### src/rtl/game_pkg.sv
// Shared definitions for the guessing game: hint codes, judge FSM states,
// LFSR taps and the attempt-counter width.
package game_pkg;

    localparam int          ATT_W     = 4;
    localparam logic [7:0]  LFSR_TAPS = 8'hB8;  // taps 8,6,5,4

    typedef enum logic [1:0] {
        HINT_NONE = 2'b00,
        HINT_LOW  = 2'b01,
        HINT_HIGH = 2'b10,
        HINT_OK   = 2'b11
    } hint_t;

    typedef enum logic [1:0] {
        S_IDLE  = 2'd0,
        S_GUESS = 2'd1,
        S_WIN   = 2'd2,
        S_LOSE  = 2'd3
    } judge_state_t;

    // One Fibonacci step: shift left, feedback is the parity of the tapped bits.
    function automatic logic [7:0] lfsr_step(input logic [7:0] v);
        return {v[6:0], ^(v & LFSR_TAPS)};
    endfunction

endpackage

### src/rtl/game_lfsr.sv
// 8-bit free-running Fibonacci LFSR with seed, synchronous active-low reset
// and enable. A zero seed is replaced so the register can never lock up.
module game_lfsr
    import game_pkg::*;
#(
    parameter logic [7:0] SEED = 8'hA5
) (
    input  logic       clk,
    input  logic       master_reset,
    input  logic       en,
    output logic [7:0] value
);

    localparam logic [7:0] SEED_SAFE = (SEED == 8'h00) ? 8'h01 : SEED;

    always_ff @(posedge clk) begin
        if (!master_reset)
            value <= SEED_SAFE;
        else if (en)
            value <= lfsr_step(value);
    end

endmodule

### src/rtl/guess_judge.sv
// Judges player guesses against an LFSR-drawn target, counts attempts and
// raises win/lose/over for the game controller and display.
module guess_judge
    import game_pkg::*;
#(
    parameter int         W         = 4,
    parameter int         MAX_TRIES = 5,
    parameter logic [7:0] LFSR_SEED = 8'hA5
) (
    input  logic             clk,
    input  logic             master_reset,
    input  logic             state,
    input  logic             submit,
    input  logic [W-1:0]     guess,
    output logic [W-1:0]     target,
    output logic [1:0]       hint,
    output logic [ATT_W-1:0] attempts_left,
    output logic             win,
    output logic             lose,
    output logic             over
);

    localparam logic [ATT_W-1:0] MAX_ATT = ATT_W'(MAX_TRIES);

    logic       state_s1, state_s2;
    logic       sub_s1, sub_s2, sub_s3;
    logic       press_pulse;
    logic [7:0] lfsr_val;

    judge_state_t     fsm, fsm_n;
    hint_t            hint_q, hint_n;
    logic [W-1:0]     target_q, target_n;
    logic [ATT_W-1:0] att_q, att_n;
    logic             win_q, win_n, lose_q, lose_n;

    game_lfsr #(.SEED(LFSR_SEED)) u_lfsr (
        .clk          (clk),
        .master_reset (master_reset),
        .en           (1'b1),
        .value        (lfsr_val)
    );

    // Two-flop synchronisers; submit idles high (button released).
    always_ff @(posedge clk) begin
        if (!master_reset) begin
            state_s1 <= 1'b0;
            state_s2 <= 1'b0;
            sub_s1   <= 1'b1;
            sub_s2   <= 1'b1;
            sub_s3   <= 1'b1;
        end else begin
            state_s1 <= state;
            state_s2 <= state_s1;
            sub_s1   <= submit;
            sub_s2   <= sub_s1;
            sub_s3   <= sub_s2;
        end
    end

    assign press_pulse = sub_s3 & ~sub_s2;

    always_ff @(posedge clk) begin
        if (!master_reset) begin
            fsm      <= S_IDLE;
            hint_q   <= HINT_NONE;
            target_q <= '0;
            att_q    <= MAX_ATT;
            win_q    <= 1'b0;
            lose_q   <= 1'b0;
        end else begin
            fsm      <= fsm_n;
            hint_q   <= hint_n;
            target_q <= target_n;
            att_q    <= att_n;
            win_q    <= win_n;
            lose_q   <= lose_n;
        end
    end

    always_comb begin
        fsm_n    = fsm;
        hint_n   = hint_q;
        target_n = target_q;
        att_n    = att_q;
        win_n    = win_q;
        lose_n   = lose_q;
        // Leaving the guess phase aborts the round and outranks any press.
        if (!state_s2) begin
            fsm_n  = S_IDLE;
            hint_n = HINT_NONE;
            att_n  = MAX_ATT;
            win_n  = 1'b0;
            lose_n = 1'b0;
        end else begin
            case (fsm)
                S_IDLE: begin
                    target_n = W'(lfsr_val);
                    fsm_n    = S_GUESS;
                    hint_n   = HINT_NONE;
                    att_n    = MAX_ATT;
                    win_n    = 1'b0;
                    lose_n   = 1'b0;
                end
                S_GUESS: begin
                    if (press_pulse) begin
                        if (att_q != '0)
                            att_n = att_q - 1'b1;
                        if (guess == target_q) begin
                            hint_n = HINT_OK;
                            win_n  = 1'b1;
                            fsm_n  = S_WIN;
                        end else begin
                            hint_n = (guess < target_q) ? HINT_LOW : HINT_HIGH;
                            if (att_q <= 1) begin
                                lose_n = 1'b1;
                                fsm_n  = S_LOSE;
                            end
                        end
                    end
                end
                default: ;
            endcase
        end
    end

    assign target        = target_q;
    assign hint          = hint_q;
    assign attempts_left = att_q;
    assign win           = win_q;
    assign lose          = lose_q;
    assign over          = win_q | lose_q;

endmodule

### config.mk
export PLATFORM = sky130hd
export DESIGN_NAME = guess_judge
export DESIGN_NICKNAME = d
export VERILOG_FILES = /design/src/rtl/game_pkg.sv /design/src/rtl/game_lfsr.sv /design/src/rtl/guess_judge.sv
export SDC_FILE = /design/constraint.sdc
export NUM_CORES = 1
export LEC_CHECK = 0
export BUFFER_PORTS_ARGS = -buffer_cell sky130_fd_sc_hd__buf_2
export CAP_MARGIN = 20
export CORE_MARGIN = 2
export CORE_UTILIZATION = 49
export CTS_CLUSTER_SIZE = 20
export DETAILED_ROUTE_END_ITERATION = 8
export GPL_TIMING_DRIVEN = 1
export PLACE_DENSITY = 0.71
export RECOVER_POWER = 50
export SLEW_MARGIN = 5
export SYNTH_ARGS = -nofsm -noshare
export SYNTH_HDL_FRONTEND = slang
export SYNTH_HIERARCHICAL = 1
export SYNTH_SLANG_ARGS = --single-unit
### constraint.sdc
create_clock -name clk -period 1.6 [get_ports clk]
set_clock_uncertainty 0.05 [all_clocks]
set_input_delay 0.16 -clock clk [delete_from_list [all_inputs] [get_ports clk]]
set_output_delay 0.16 -clock clk [all_outputs]
set_load 0.01 [all_outputs]
* Yosys cells after proc, flatten, opt, wreduce, memory -nomap -nowiden *
Cells that the tools add are included.

word-level totals
  word-level logic and storage cells = 55
  register bits = 27

cells by class
  $add $sub $neg = 1
  magnitude comparators = 2
  eq/ne operators = 8
  bitwise gates (word level) = 3
  muxes and demuxes = 18
  reductions and logical operators = 11

operator list
  operator               count
  $mux W2                6
  $ne A2 B2 Y1 const B   5
  $reduce_and A3 Y1      3
  $mux W4                2
  $pmux W2 S2            2
  $pmux W4 S2            1
  $reduce_xor A8 Y1      1
  $reduce_and A2 Y1      3
  $mux W1                5
  $eq A4 B4 Y1           1
  $le A4 B1 Y1 const B   1
  $lt A4 B4 Y1           1
  $pmux W1 S2            2
  $reduce_and A4 Y1      1
  $reduce_bool A4 Y1     1
  $sub A4 B1 Y4 const B  1
  $ne A3 B3 Y1 const B   1
  $eq A2 B1 Y1 const B   1
  $logic_not A2 Y1       1
  $reduce_bool A2 Y1     1
  $and A1 B1 Y1          1
  $not A1 Y1             1
  $or A1 B1 Y1           1

* Depth between registers and ports, before layout *
Gate-level depths: netlist (run 1).

  word-level depth = 5
  mapped depth = 6
  gate-level depth less buffers = 6

* Hierarchy *
Netlist (run 1), hierarchy kept.

modules (own cells, without submodules)
  module       cells an instance  seq. area each (um^2)  area each (um^2)  instances
  guess_judge  104                380.4                  924.6             1
  game_lfsr    28                 160.2                  314.1             1

* Worst setup path after synthesis (run 1) *
No wires, ideal clock.

  path type = register to register
  start = reg att_q[0], in the netlist attempts_left[0]
  end = reg att_q[0], in the netlist attempts_left[0]
  stages on the path, launching flop included = 6
  buffers on the path = 0
  setup time = 0.121 ns
  path slack = 0.168 ns
  clock period less this slack = 1.432 ns
  arrival time = 1.261 ns
  path through = dfxtp_1 > inv_1 > ha_1 > a221oi_2 > xnor2_1 > nand2_1

between the ends
  longest elaborated chain between the ends = 4
  elaborated cells on any way between the ends = 7
  those cells by class = add/sub (1); eq/ne (1); mux (3); reduce/logical (2)

ends and longest elaborated chain
  element                 RTL line            source
  from (decl)             guess_judge.sv:33   logic [ATT_W-1:0] att_q, att_n;
  from (signal assigned)  guess_judge.sv:74   att_q <= att_n;
  $sub A4 B1 Y4           guess_judge.sv:107  att_n = att_q - 1'b1;
  $mux W4                 guess_judge.sv:106  if (att_q != '0)
  $mux W4                 guess_judge.sv:105  if (press_pulse) begin
  $pmux W4 S2             guess_judge.sv:95   case (fsm)

Several ways; a longest one is shown, not always the timed one. The select of a mux whose other input is x is not followed.
A chain may end at the register's enable or synchronous reset.

* Worst setup path after layout (run 1) *
  start = reg fsm[1]
  end = reg att_q[3], in the netlist attempts_left[3]

between the ends
  longest elaborated chain between the ends = 3
  elaborated cells on any way between the ends = 7
  those cells by class = eq/ne (3); mux (1); reduce/logical (3)

ends and longest elaborated chain
  element                                                       RTL line           source
  from (decl)                                                   guess_judge.sv:30  judge_state_t fsm, fsm_n;
  from (signal assigned)                                        guess_judge.sv:71  fsm <= fsm_n;
  $eq A2 B1 Y1 or $logic_not A2 Y1 (tied branches)              guess_judge.sv:95
  $ne A2 B2 Y1 (no line) or $reduce_bool A2 Y1 (tied branches)  --
  $reduce_and A3 Y1 (no line)                                   --

Several ways; a longest one is shown, not always the timed one.

==> summary.md, run 1 <==
| Metric | Value |
|---|---|
| Cells after Synth | `132` |
| Asr flop ratio synth | `0` |
| Die Wd | `roughly 54 um` |
| Worst setup SP type | `register` |
| Cell depth of the worst hold path | `3` |
| Min-Delay Endpoint | `hint[1]` |
| Clock Tree Buf Depth | `2` |
| Core Box Area | `between 2000 and 2500 um2` |
| Die area | `2946 um2` |
| Power density over the cells | `799.7 nW/um2` |
| Fin cells | `approximately 190` |
| Top Ports | `21` |
| H-tree depth | `1` |
| First-pass GRT wire length | `3470 um` |
| Setup CP Type | `reg -> reg` |
| Drt first pass iters | `4` |
| Worst skew pair latency | `0.32 ns` |
| CP Max Fanout | `5` |
| Final setup violation count | `0` |
| Yosys cell types | `37` |
| Outcome | `finished, final reports clean` |
| Via count | `approximately 980` |
| Hold Violations, Final | `0` |
| GPL Wtd Cong | `0.8172` |
| Hold path start | `master_reset` |
| Worst flop-to-flop path endpoint | `attempts_left[3]` |
| Fin crit period | `1.463 ns` |
| Post-layout net count | `173` |
| Layout area overhead | `16.06%` |
| Largest net degree at the start of global routing | `19` |
| IR drop worst, VDD | `585.9 uV` |
| Yosys reg bits | `27` |
| # fillers | `233` |
| Dpl cells | `181` |
| Total power | `1.150 mW` |
| GRT Resource Usage Total | `0.1579` |
| Syn avg cell area | `9.384 um2` |
| Number of buffers added for setup after CTS | `0` |
| Commonest register cell after synthesis | `dfxtp_1` |
| Num Clock Sinks | `27` |
| Die height | `54.28 um` |
| Static Leak | `~0.58 nW` |
| Via/cell ratio | `5.214` |
| RSZ-0062 raised after global routing | `no` |
| Post-Route WL | `2171 um` |
| Arr. time, crit path | `1.63 ns` |
| Tcrit/Tclk final | `0.9146` |
| # port buffers | `20` |
| Clock slew at reported path FFs | `about 0.15 ns` |
| Worst min-delay path class | `in -> reg` |
| Synth warnings | `6` |
| Syn_nets | `about 150` |
| Num rows | `18` |
| FF-to-FF Start | `fsm[1]` |
| Vias in the first global route | `836` |
| Setup TNS | `0 ns` |
| Crit end category | `register` |
| Antenna Violating Nets Remaining | `0` |
| Worst EP required | `about 1.8 ns` |
| R2R setup slack | `0.14 ns` |
| Cts bufs inserted | `3` |
| Max-cap viol count | `0` |
| Sequential cell area fraction in the yosys report | `0.4364` |
| # diodes | `0` |
| Post-Syn Area | `1239 um2` |
| Post-synth EDFFs | `0` |
| Post-Route Utilization | `0.5910` |
| Reg2Reg Depth | `4` |
| CTS tree | `built` |
| DR iter-0 viols | `15` |
| Slew Limit Fails | `0` |
| Dpl hpwl | `1627 um` |
| Fmax | `683.4 MHz` |
| Initial antenna violation count | `0` |
| Share of layout cells above drive strength 1 | `0.1847` |
| Starting density of the core | `0.5093` |
| WHS | `between 0.1 and 0.15 ns` |
| DRC violations left | `0` |
| Grt total ovfl | `0` |
| Root buffer cell | `clkbuf_4` |
| Post-DR wirelength/cell | `11.61 um` |
routing by layer:
metal  vias to the layer above  part of all wire  wire [um]  global-route usage
met5                         -                 0          0                   0
met4                         0            0.0074         16             0.03750
met3                         2             0.040         87             0.02459
met2                        18              0.46        991              0.2570
met1                       445              0.50       1076              0.2186
li1                        510                 -          -                   -
where the power goes:
group          internal [mW]  switching, mW  total [mW]
clock                 0.0953          0.202       0.297
combinational         0.0680         0.0613       0.129
sequential             0.701         0.0220       0.723
critical path, stage by stage (launching register included):
cell and delay (ns):
dfxtp_1 0.42, or4_4 0.58, a21oi_2 0.11, a2bb2oi_1 0.16, nor2_1 0.05
flip-flops by register name (all words and copies together) (netlist names):
signal	flops
sub_s3	1
state_s2	1
lose	1
u_lfsr/value	8
attempts_left	4
fsm	2
win	1
hint	2
state_s1	1
sub_s2	1
target	4
sub_s1	1
timing repair:
item                                   4_1_cts  5_1_grt
endpoints found under the hold margin        2        0
gates resized for setup                      0        3
hold buffers                                 2        0
setup endpoints to repair                    0        2
cell families (layout without fill, tap and decap cells):
kind of cell	count (synthesis)	in the layout	synth area share
compound gates	23	23	0.1273
xor+xnor	4	4	0.02828
fa+ha+maj	7	7	0.07070
buf+inv	11	36	0.03839
flops	27	27	0.4364
mux	8	8	0.06465
other cells	1	1	0.003027
simple gates	51	51	0.2313
Yosys cell counts (2+ instances only):
cell type	instances	area share
xnor2_1	4	0.028
nand2_1	8	0.024
o211ai_1	3	0.018
nor2_1	13	0.039
ha_1	7	0.071
o22ai_1	2	0.010
buf_2	2	0.0081
mux2i_1	8	0.065
inv_1	7	0.021
nand2b_1	3	0.015
nor2b_1	10	0.051
nor3_1	3	0.012
nand3_1	2	0.0081
and2_1	2	0.010
a21oi_1	8	0.032
a31oi_1	3	0.015
dfxtp_1	27	0.44
cell usage in the layout, fill, tap and decap left out, drive strengths merged, types with 2 or more instances in the layout:
cell type and count:
nand2b 4, nor3 3, a31oi 3, a21oi 9, nand2 8, and2 2, dfxtp 27, nor2b 10
nor2 13, inv 7, dlygate4sd3 2, mux2i 8, nand3 2, clkbuf 10, ha 7, buf 16
nor3b 2, xnor2 4, o22ai 2, o211ai 3
stage by stage:
step                      area, um2  setup slack [ns]
after global routing           1438           0.05611
after floorplan                1239            0.1684
after global placement         1378            0.1851
after detailed placement       1378           0.09699
after CTS                      1428           0.06868
final                          1438            0.1366
worst max path at each step:
| stage | cells past startpoint | startpoint | slack, ns | endpoint |
|---|---|---|---|---|
| after floorplan | 5 | attempts_left[0] | 0.17 | attempts_left[0] |
| after global placement | 5 | attempts_left[0] | 0.19 | attempts_left[0] |
| after detailed placement | 5 | attempts_left[0] | 0.1 | attempts_left[0] |
| after CTS | 5 | attempts_left[0] | 0.07 | attempts_left[0] |
| after global routing | 4 | fsm[0] | 0.06 | attempts_left[0] |
| final | 4 | fsm[1] | 0.14 | attempts_left[3] |
area by class of cell:
type,count,area [um2],share of cell area
tap,30,37.54,0.02611
sequential,27,541.8,0.3768
clock buffer,3,22.52,0.01567
timing repair buffer,25,133.9,0.09312
multi-input combinational,94,668.1,0.4648
clock inverter,1,7.507,0.005222
inverter,7,26.28,0.01828
No activity file was read; power rests on OpenSTA's default activity.
==> run 2: changes to the inputs <==
- SLEW_MARGIN: 5 -> unset
- SYNTH_HIERARCHICAL: 1 -> unset
- clock period: 1.6 -> 1.45 ns (I/O delays scaled with it)
==> run 2 against run 1 <==
  * First-iteration DRC count down 13%
  * Synthesized cell count down 11%
  * Cell count down 8.0%
  * Register-to-register slack worse by 0.07 ns
  * Combinational power down 3%
  * Global-route usage up 0.86 points
  * Power up 8.7%
  * Die area down 4.0%
  * Flip-flop and latch count unchanged
  * Cell area down 0.78%
  * Clock-buffer cell count unchanged
  * Critical path type unchanged
==> summary.md, run 2 <==
| Metric | Value |
|---|---|
| Drt first pass iters | `4` |
| Power density over the cells | `between 800 and 900 nW/um2` |
| Total power | `between 1 and 1.5 mW` |
| Sequential cell area fraction in the yosys report | `0.4562` |
| Yosys cell types | `35` |
| Post-Route Utilization | `0.6326` |
| Die Wd | `roughly 53 um` |
| Num rows | `17` |
| Vias in the first global route | `around 740` |
| Synth warnings | `0` |
| Setup TNS | `0 ns` |
| Post-Route WL | `2002 um` |
| Post-DR wirelength/cell | `approximately 12 um` |
| Top Ports | `21` |
| Syn_nets | `132` |
| Fin crit period | `1.382 ns` |
| RSZ-0062 raised after global routing | `yes` |
| Static Leak | `~0.61 nW` |
| # port buffers | `20` |
| Area after DPL | `1320 um2` |
| H-tree depth | `1` |
| Place WS | `0.008288 ns` |
| Yosys top cell area share | `0.4562` |
| Max-cap viol count | `0` |
| Via count | `869` |
| Setup CP Type | `reg -> reg` |
| Clock slew at reported path FFs | `0.15 ns` |
| Synth cell count leaders | `dfxtp_1, nand2_1, ha_1, inv_1` |
| CP Max Fanout | `4` |
| Worst setup margin | `between 0.06 and 0.07 ns` |
| WHS | `0.08053 ns` |
| Slew Limit Fails | `0` |
| GRT met3 Usage | `0.05085` |
| Commonest cells after routing, fill and taps aside | `dfxtp_1, buf_2, nand2_1` |
| Outcome | `finished, final reports clean` |
| Dpl cells | `165` |
| Max FFs per register | `8` |
| Starting density of the core | `0.5255` |
| Tcrit/Tclk final | `0.9531` |
| Share of layout cells above drive strength 1 | `0.3611` |
| Met1 Use GR | `0.2173` |
| Final setup violation count | `0` |
| Syn avg cell area | `approximately 10 um2` |
| Post-synth EDFFs | `0` |
| Worst min-delay path class | `in -> reg` |
| Cells after Synth | `117` |
| Register name with the most flops | `u_lfsr.value` |
| Post-Syn Area | `approximately 1200 um2` |
| Cts bufs inserted | `3` |
| Grt total ovfl | `0` |
| Fmax | `between 700 and 800 MHz` |
| Arr. time, crit path | `1.61 ns` |
| Clock Tree Buf Depth | `2` |
| Via/cell ratio | `about 5.1` |
| Die area | `about 2800 um2` |
| Commonest register cell after synthesis | `dfxtp_1` |
| Hold Violations, Final | `0` |
| # diodes | `0` |
| Num Clock Sinks | `27` |
| IR drop worst, VDD | `834.1 uV` |
| Asr flop ratio synth | `0` |
| First-pass GRT wire length | `around 3300 um` |
| CTS tree | `built` |
| Commonest non-fill, non-tap cell in the layout | `dfxtp_1` |
| Initial antenna violation count | `0` |
| Worst skew pair latency | `0.33 ns` |
| Post-route cell area | `between 1000 and 1500 um2` |
| Yosys reg bits | `27` |
| GRT busiest layer | `met2` |
| Worst EP required | `1.68 ns` |
| Synth top area cells | `dfxtp_1, ha_1, and2_1` |
| Post-layout net count | `160` |
| Worst setup SP type | `register` |
| DR iter-0 viols | `13` |
| Cell taking the most area after synthesis | `dfxtp_1` |
| GPL Wtd Cong | `0.8009` |
| Root buffer cell | `clkbuf_4` |
| Actual slew at the worst max-slew pin | `0.3459 ns` |
| M2 GR Usage | `0.2500` |
| Layout area overhead | `20.38%` |
| Core Box Area | `between 2000 and 2500 um2` |
| DRC violations left | `0` |
| Worst relative slew slack | `0.7694` |
| Most frequent cell after synthesis | `dfxtp_1` |
| Fin cells | `172` |
| Largest net degree at the start of global routing | `21` |
| Die height | `about 53 um` |
| Antenna Violating Nets Remaining | `0` |
| Crit end category | `register` |
| GRT Resource Usage Total | `0.1665` |
[run 2: changes by cell type in the layout (fill, tap and decap cells not counted), moves of 5 or more]
cell / change
nor2b_1: -5
mux2i_1: -7
nor2_1: -7
ha_1: -5
clkbuf_1: -7
buf_2: +7
[run 2: worst paths after layout]
check        slack [ns]              end              from  depth (start not counted)
max                0.07           fsm[1]  attempts_left[1]                          6
min                0.08           fsm[0]      master_reset                          3
max reg2reg        0.07           fsm[1]  attempts_left[1]                          6
min reg2reg        0.38  u_lfsr.value[7]   u_lfsr.value[6]                          1
[run 2: cells by family (layout without fill, tap and decap cells)]
family          count (synthesis)  after routing  synth area share
simple gates                   47             47            0.2471
flops                          27             27            0.4562
compound gates                 20             20            0.1373
buf+inv                        11             38           0.04752
fa+ha+maj                       7              7           0.07391
xor+xnor                        4              4           0.02957
mux                             1              1          0.008448
[run 2: where the power goes]
part	internal, mW	switching [mW]	leakage, nW
Sequential	0.775	0.0179	0.223
Combinational	0.0678	0.0576	0.369
Clock	0.105	0.226	0.0139
Total	0.948	0.302	0.606
[run 2: cell type report]
type / instances / area [um2]
Multi-Input combinational cell: 79 / 630.6
Clock inverter: 1 / 7.507
Fill cell: 191 / 828.3
Timing Repair Buffer: 27 / 157.7
Sequential cell: 27 / 546.8
Inverter: 7 / 26.28
Clock buffer: 3 / 22.52
Tap cell: 28 / 35.03
[run 2: timing repair]
item / in CTS / in global routing
resized for setup: 0 / 14
hold buffers: 2 / 0
setup buffers: 0 / 1
endpoints found under the setup margin: 1 / 9
pin swaps: 1 / 3
hold endpoints to repair: 2 / 0
[run 2: per-layer routing]
| metal | routed length [um] | vias up |
|---|---|---|
| li1 | - | 457 |
| met1 | 1003 | 394 |
| met2 | 894 | 16 |
| met3 | 95 | 2 |
| met4 | 9 | 0 |
| met5 | 0 | - |
[run 2: worst max-delay path, stage by stage (launching register included)]
cell     delay [ns]
dfxtp_2        0.37
inv_2          0.08
ha_2           0.18
nor2_1         0.05
o32a_2         0.34
a21oi_1        0.15
o21a_1         0.12
